[src/rtl/alu_commit_arbiter.sv]
// alu_commit_arbiter
// Round-robin commit scheduler between the ALU bank and the register-file write port.
// It picks one held ALU result per cycle, returns a single-cycle clear to that unit,
// and captures the result into a one-entry writeback register with a valid/ready handshake.
module alu_commit_arbiter #(
    parameter int N_ALU      = 4,
    parameter int XLEN       = 32,
    parameter int REG_ADDR_W = 5
) (
    input  logic                          clk,
    input  logic                          rst_n,
    input  logic [N_ALU-1:0]              alu_valid,
    input  logic [N_ALU*XLEN-1:0]         alu_res,
    input  logic [N_ALU*REG_ADDR_W-1:0]   alu_rd,
    input  logic [N_ALU-1:0]              alu_error,
    output logic [N_ALU-1:0]              alu_clear,
    input  logic                          flush,
    output logic                          wb_valid,
    input  logic                          wb_ready,
    output logic [XLEN-1:0]               wb_res,
    output logic [REG_ADDR_W-1:0]         wb_rd,
    output logic                          wb_error,
    output logic [$clog2(N_ALU)-1:0]      wb_src
);

    localparam int PTR_W = $clog2(N_ALU);
    localparam logic [PTR_W-1:0] LAST_IDX = PTR_W'(N_ALU - 1);
    localparam logic [PTR_W:0]   N_WIDE   = (PTR_W + 1)'(N_ALU);

    typedef enum logic {
        ST_EMPTY = 1'b0,
        ST_FULL  = 1'b1
    } wb_state_t;

    wb_state_t              state_q, state_d;
    logic [XLEN-1:0]        res_q, res_d;
    logic [REG_ADDR_W-1:0]  rd_q, rd_d;
    logic                   err_q, err_d;
    logic [PTR_W-1:0]       src_q, src_d;
    logic [PTR_W-1:0]       rr_ptr_q, rr_ptr_d;
    // Units cleared last cycle still show valid for one cycle; they must be ignored.
    logic [N_ALU-1:0]       stale_mask_q, stale_mask_d;

    logic [XLEN-1:0]        res_arr [N_ALU];
    logic [REG_ADDR_W-1:0]  rd_arr  [N_ALU];

    logic [N_ALU-1:0]       eligible;
    logic [2*N_ALU-1:0]     elig_dbl;
    logic [N_ALU-1:0]       elig_rot;
    logic                   found;
    logic [PTR_W-1:0]       win_off;
    logic [PTR_W:0]         win_sum;
    logic [PTR_W:0]         win_wrap;
    logic [PTR_W-1:0]       win_idx;
    logic [PTR_W-1:0]       next_ptr;
    logic                   can_accept;
    logic                   win_drop;

    // Unpack the flat per-unit buses into indexable arrays.
    genvar gi;
    generate
        for (gi = 0; gi < N_ALU; gi++) begin : g_unpack
            assign res_arr[gi] = alu_res[gi*XLEN +: XLEN];
            assign rd_arr[gi]  = alu_rd[gi*REG_ADDR_W +: REG_ADDR_W];
        end
    endgenerate

    assign wb_valid   = (state_q == ST_FULL);
    assign wb_res     = res_q;
    assign wb_rd      = rd_q;
    assign wb_error   = err_q;
    assign wb_src     = src_q;
    assign can_accept = !wb_valid || wb_ready;

    // Rotate the eligible vector so bit 0 is the unit at rr_ptr; the lowest set bit wins.
    assign eligible = alu_valid & ~stale_mask_q;
    assign elig_dbl = {eligible, eligible} >> rr_ptr_q;
    assign elig_rot = elig_dbl[N_ALU-1:0];

    // Priority-encode the rotated vector into an offset from rr_ptr.
    always_comb begin
        found   = 1'b0;
        win_off = '0;
        for (int k = N_ALU - 1; k >= 0; k--) begin
            if (elig_rot[k]) begin
                found   = 1'b1;
                win_off = PTR_W'(k);
            end
        end
    end

    // Map the offset back to an absolute unit index and compute the pointer after it.
    always_comb begin
        win_sum  = {1'b0, rr_ptr_q} + {1'b0, win_off};
        win_wrap = (win_sum >= N_WIDE) ? (win_sum - N_WIDE) : win_sum;
        win_idx  = win_wrap[PTR_W-1:0];
        next_ptr = (win_idx == LAST_IDX) ? '0 : (win_idx + 1'b1);
        win_drop = (rd_arr[win_idx] == '0) && !alu_error[win_idx];
    end

    // Next-state logic: flush first, then grant/capture, then plain drain.
    always_comb begin
        state_d      = state_q;
        res_d        = res_q;
        rd_d         = rd_q;
        err_d        = err_q;
        src_d        = src_q;
        rr_ptr_d     = rr_ptr_q;
        stale_mask_d = '0;
        alu_clear    = '0;
        if (rst_n) begin
            if (flush) begin
                alu_clear    = alu_valid;
                stale_mask_d = alu_valid;
                state_d      = ST_EMPTY;
            end else if (can_accept && found) begin
                alu_clear[win_idx]    = 1'b1;
                stale_mask_d[win_idx] = 1'b1;
                rr_ptr_d              = next_ptr;
                if (win_drop) begin
                    // Consumed without writeback; any entry present is draining now.
                    state_d = ST_EMPTY;
                end else begin
                    state_d = ST_FULL;
                    res_d   = res_arr[win_idx];
                    rd_d    = rd_arr[win_idx];
                    err_d   = alu_error[win_idx];
                    src_d   = win_idx;
                end
            end else if (wb_valid && wb_ready) begin
                state_d = ST_EMPTY;
            end
        end
    end

    // Writeback register, round-robin pointer and stale-valid mask.
    always_ff @(posedge clk or negedge rst_n) begin
        if (!rst_n) begin
            state_q      <= ST_EMPTY;
            res_q        <= '0;
            rd_q         <= '0;
            err_q        <= 1'b0;
            src_q        <= '0;
            rr_ptr_q     <= '0;
            stale_mask_q <= '0;
        end else begin
            state_q      <= state_d;
            res_q        <= res_d;
            rd_q         <= rd_d;
            err_q        <= err_d;
            src_q        <= src_d;
            rr_ptr_q     <= rr_ptr_d;
            stale_mask_q <= stale_mask_d;
        end
    end

endmodule
[config.mk]
export PLATFORM = sky130hd
export DESIGN_NAME = alu_commit_arbiter
export DESIGN_NICKNAME = d
export VERILOG_FILES = /design/src/rtl/alu_commit_arbiter.sv
export SDC_FILE = /design/constraint.sdc
export NUM_CORES = 1
export LEC_CHECK = 0
export CORE_MARGIN = 3
export CORE_UTILIZATION = 36
export DETAILED_ROUTE_END_ITERATION = 10
export PLACE_DENSITY = 0.82
export SLEW_MARGIN = 20
export SYNTH_ARGS = -nofsm -noshare
export SYNTH_HDL_FRONTEND = slang
export SYNTH_SLANG_ARGS = --single-unit
export TNS_END_PERCENT = 10
[constraint.sdc]
create_clock -name clk -period 6.74 [get_ports clk]
set_clock_uncertainty 0.1 [all_clocks]
set_input_delay 1.685 -clock clk [delete_from_list [all_inputs] [get_ports clk]]
set_output_delay 1.685 -clock clk [all_outputs]
set_load 0.01 [all_outputs]
==> reports/summary.md <==
After synthesis, the mean cell area works out to 15.7 µm². The power density over the cells came out at 463 nW/µm². Before antenna repair, the detailed router went through 4 iterations. Cell at the root of the clock tree: clkbuf_8. TritonCTS built the clock tree.

Area of the mapped netlist: 3010 µm². In the synthesized netlist, the number of instances is 192. The max-cap violation count is 0, and the number of distinct library cells after synthesis is 30.

Including well taps, the total number of placed cells is 490. The overall routing resource usage was 19.7%; the number of nets in the layout was 560. The number of enable-type register cells in the synthesized netlist works out to 0. Type of element capturing the critical path: an output port. Of all nets on the critical path, the largest fanout is 5. Floorplan core area: 7930 µm². Among all flip-flop cells after synthesis, the most frequent one is dfrtp_1.

Detail-routed via count per cell: 5.22. Data arrives at the worst endpoint at 4.44 ns. The routed design uses 731 µm of met3 wire. From bottom edge to top edge, the die measures 97.4 µm. For the final hold violation count, the log shows 0.

After synthesis, the share of flip-flops with an asynchronous set or reset is 100%. The run gives 0.29 ns as the insertion delay to the later sink of the worst-skew pair. Clock-pin slew was measured on the worst setup and hold paths at 0.08 ns.

For the wire length the detailed router placed on met1, the log shows 3160 µm. The die covers 9490 µm². The floorplan has 32 rows. The area after detailed placement is 5150 µm². 0 antenna diodes ended up in the layout. The tools report the final-report setup violation count as 0. The ratio of cells with drive above 1 in the final layout came out at 22.0%.

The buffer depth of the longest clock path was 2; the final cycle utilization of the critical path was 92.4%. The filler cells instantiated in the layout total 614. After synthesis, flip-flops and latches occupy 39.1% of the total area.

The finished cells cover 5270 µm². The number of buffers created by CTS came out at 5. Setup repair after global routing left no endpoint under its margin. The run finished with clean final reports. After global routing the overflow that remains totals 0. In this run the top signal layer used is met4.

The tools report the count of hold-fix buffers inserted at cts as 0. Cells fill 66.4% of the core in the end. The final route contains 2602 vias.

The static leakage power came out at 0.00202 µW. The logs give 0 for the count of synthesis-stage warnings from yosys and 5020 µm for the wire length on met2. From synthesis to final layout, the design area changed by 75.1%.

The logs give 205 for the I/O pin count and 2 for the number of H-tree branching levels. The port buffer count came out at 204. The remaining max-slew budget at the tightest pin was 57.5%. In the final timing run, aggregate negative setup slack is 0 ns. Static timing analysis puts the maximum clock frequency at 161 MHz. Floorplan die width: 97.4 µm. The initial antenna violation count is 0. In this run the remaining antenna-violating nets after routing total 0. The initial cell density of the core is 38.0%, and the final estimated routing congestion in global placement is 0.809. The tools report the peak ir drop on the vdd network as 0.000361 V. The type of the most critical hold path was register to register. Summed over all nets, the half-perimeter wirelength after detailed placement is 7780 µm.

For this design, the sink count on the clock tree is 47. The tools report the global-route wire length before repair as 14900 µm. The tools report the total wire length after detailed routing as 9110 µm. At the pin with the least slew margin, the transition time is 0.637 ns. Subtracting the final worst setup slack from the clock period gives 6.23 ns. The detailed router finished its first iteration with 56 violations.

In the final routed layout, each cell accounts on average for 18.3 µm. The kind of critical path was input pin to output port. STA classifies the critical path startpoint as an input pin. Data on the critical path is required at its endpoint by 4.95 ns. The non-filler instance count after layout is 498, and the pin count of the biggest net entering global routing is 31. Final hold analysis gives a worst-case slack of 0.393 ns.

The tools report the number of instances resized during post-cts repair as 0. For this run, design rule violations remaining after detail routing come to 0. For the final count of pins violating max slew, the log shows 0.

The tools report the number of global-route vias before repair as 2953. The number of synthesized register bits came out at 47. The number of nets in the synthesized netlist is 357. The number of setup buffers added after CTS is 0.
[cell type report]
type	count	area, µm²	area share [%]
Clock buffer	6	82.6	1.57
Tap cell	102	128	2.42
Inverter	5	18.8	0.356
Multi-Input combinational cell	126	1730	32.9
Clock inverter	2	35.0	0.665
Timing Repair Buffer	210	2090	39.8
Sequential cell	47	1180	22.3
[through the flow]
| step | power (µW) | worst slack (ns) |
|---|---|---|
| 6_report | 2440 | 0.513 |
| 5_1_grt | 2620 | 0.284 |
| 4_1_cts | 2490 | 0.493 |
| 3_5_place_dp | 2270 | 0.506 |
| 3_3_place_gp | 2230 | 0.625 |
| 2_1_floorplan | 1670 | 0.924 |
[power breakdown]
part           internal (µW)  leakage [µW]  switching [µW]
logic                   1030       0.00140             698
registers                426      0.000563            77.9
clock network            120     0.0000612            89.8
[kinds of logic (layout without fill, tap and decap cells)]
group / Yosys count / count (layout) / synth area share (%)
adders and majority gates: 6 / 6 / 2.45
and+or+nand+nor: 21 / 21 / 4.78
buffers and inverters: 19 / 223 / 3.78
DFF: 47 / 47 / 39.1
muxes: 81 / 81 / 44.4
AOI/OAI and AO/OA: 17 / 17 / 4.91
xor gates and xnor gates: 1 / 1 / 0.541
[cells in the mapped netlist (4+ instances only)]
cell type / n / area, µm²
mux2_2: 25 / 282
inv_1: 4 / 15.0
nor2b_1: 5 / 31.3
buf_2: 4 / 20.0
clkbuf_1: 5 / 18.8
ha_1: 5 / 62.6
dfrtp_1: 47 / 1180
mux2_1: 16 / 180
nor4_1: 4 / 25.0
mux4_2: 38 / 856
a32o_1: 5 / 50.1
o21ai_0: 5 / 25.0
buf_6: 5 / 56.3
[state kept, by name, summed over array words and instances (netlist names)]
| name | count |
|---|---|
| rr_ptr_q | 2 |
| stale_mask_q | 4 |
| wb_error | 1 |
| wb_rd | 5 |
| wb_res | 32 |
| wb_src | 2 |
| wb_valid | 1 |
[routing by layer]
| layer | vias to the layer above | track usage [%] |
|---|---|---|
| met2 | 126 | 36.2 |
| met1 | 1284 | 21.6 |
| li1 | 1177 | - |
| met5 | - | 0 |
| met4 | 0 | 6.28 |
| met3 | 15 | 5.74 |
[path summary, 6_finish.rpt]
path                       slack (ns)  cells past startpoint      endpoint    startpoint
min                              0.39                      1     wb_res[8]     wb_res[8]
min in group asynchronous        1.26                      1    wb_res[11]         rst_n
max                              0.51                     13  alu_clear[1]  alu_valid[2]
max reg2reg                      2.59                     13    wb_res[26]   rr_ptr_q[0]
max in group asynchronous        4.50                      2    wb_res[22]         rst_n
min reg2reg                      0.39                      1     wb_res[8]     wb_res[8]
[worst max-delay path, stage by stage]
cell and delay, ns:
clkdlybuf4s50_1 0.44, nor2b_1 0.18, mux2i_1 0.19, inv_1 0.07, o21ai_0 0.14, o21ai_0 0.10
a32o_1 0.22, ha_2 0.20, xor2_4 0.23, inv_2 0.08, ha_1 0.21, a32o_1 0.24
clkdlybuf4s50_1 0.48
[cells in the final DEF, fill, tap and decap left out, drive strengths merged, types with 4 or more instances in the layout]
cell	synthesis	routed
a32o	5	5
buf	9	7
clkbuf	5	6
clkdlybuf4s50	0	203
dfrtp	47	47
ha	5	5
inv	5	5
mux2	41	41
mux4	38	38
nor2b	5	5
nor4	4	4
o21ai	5	5
No activity file was read; power rests on OpenSTA's default activity.
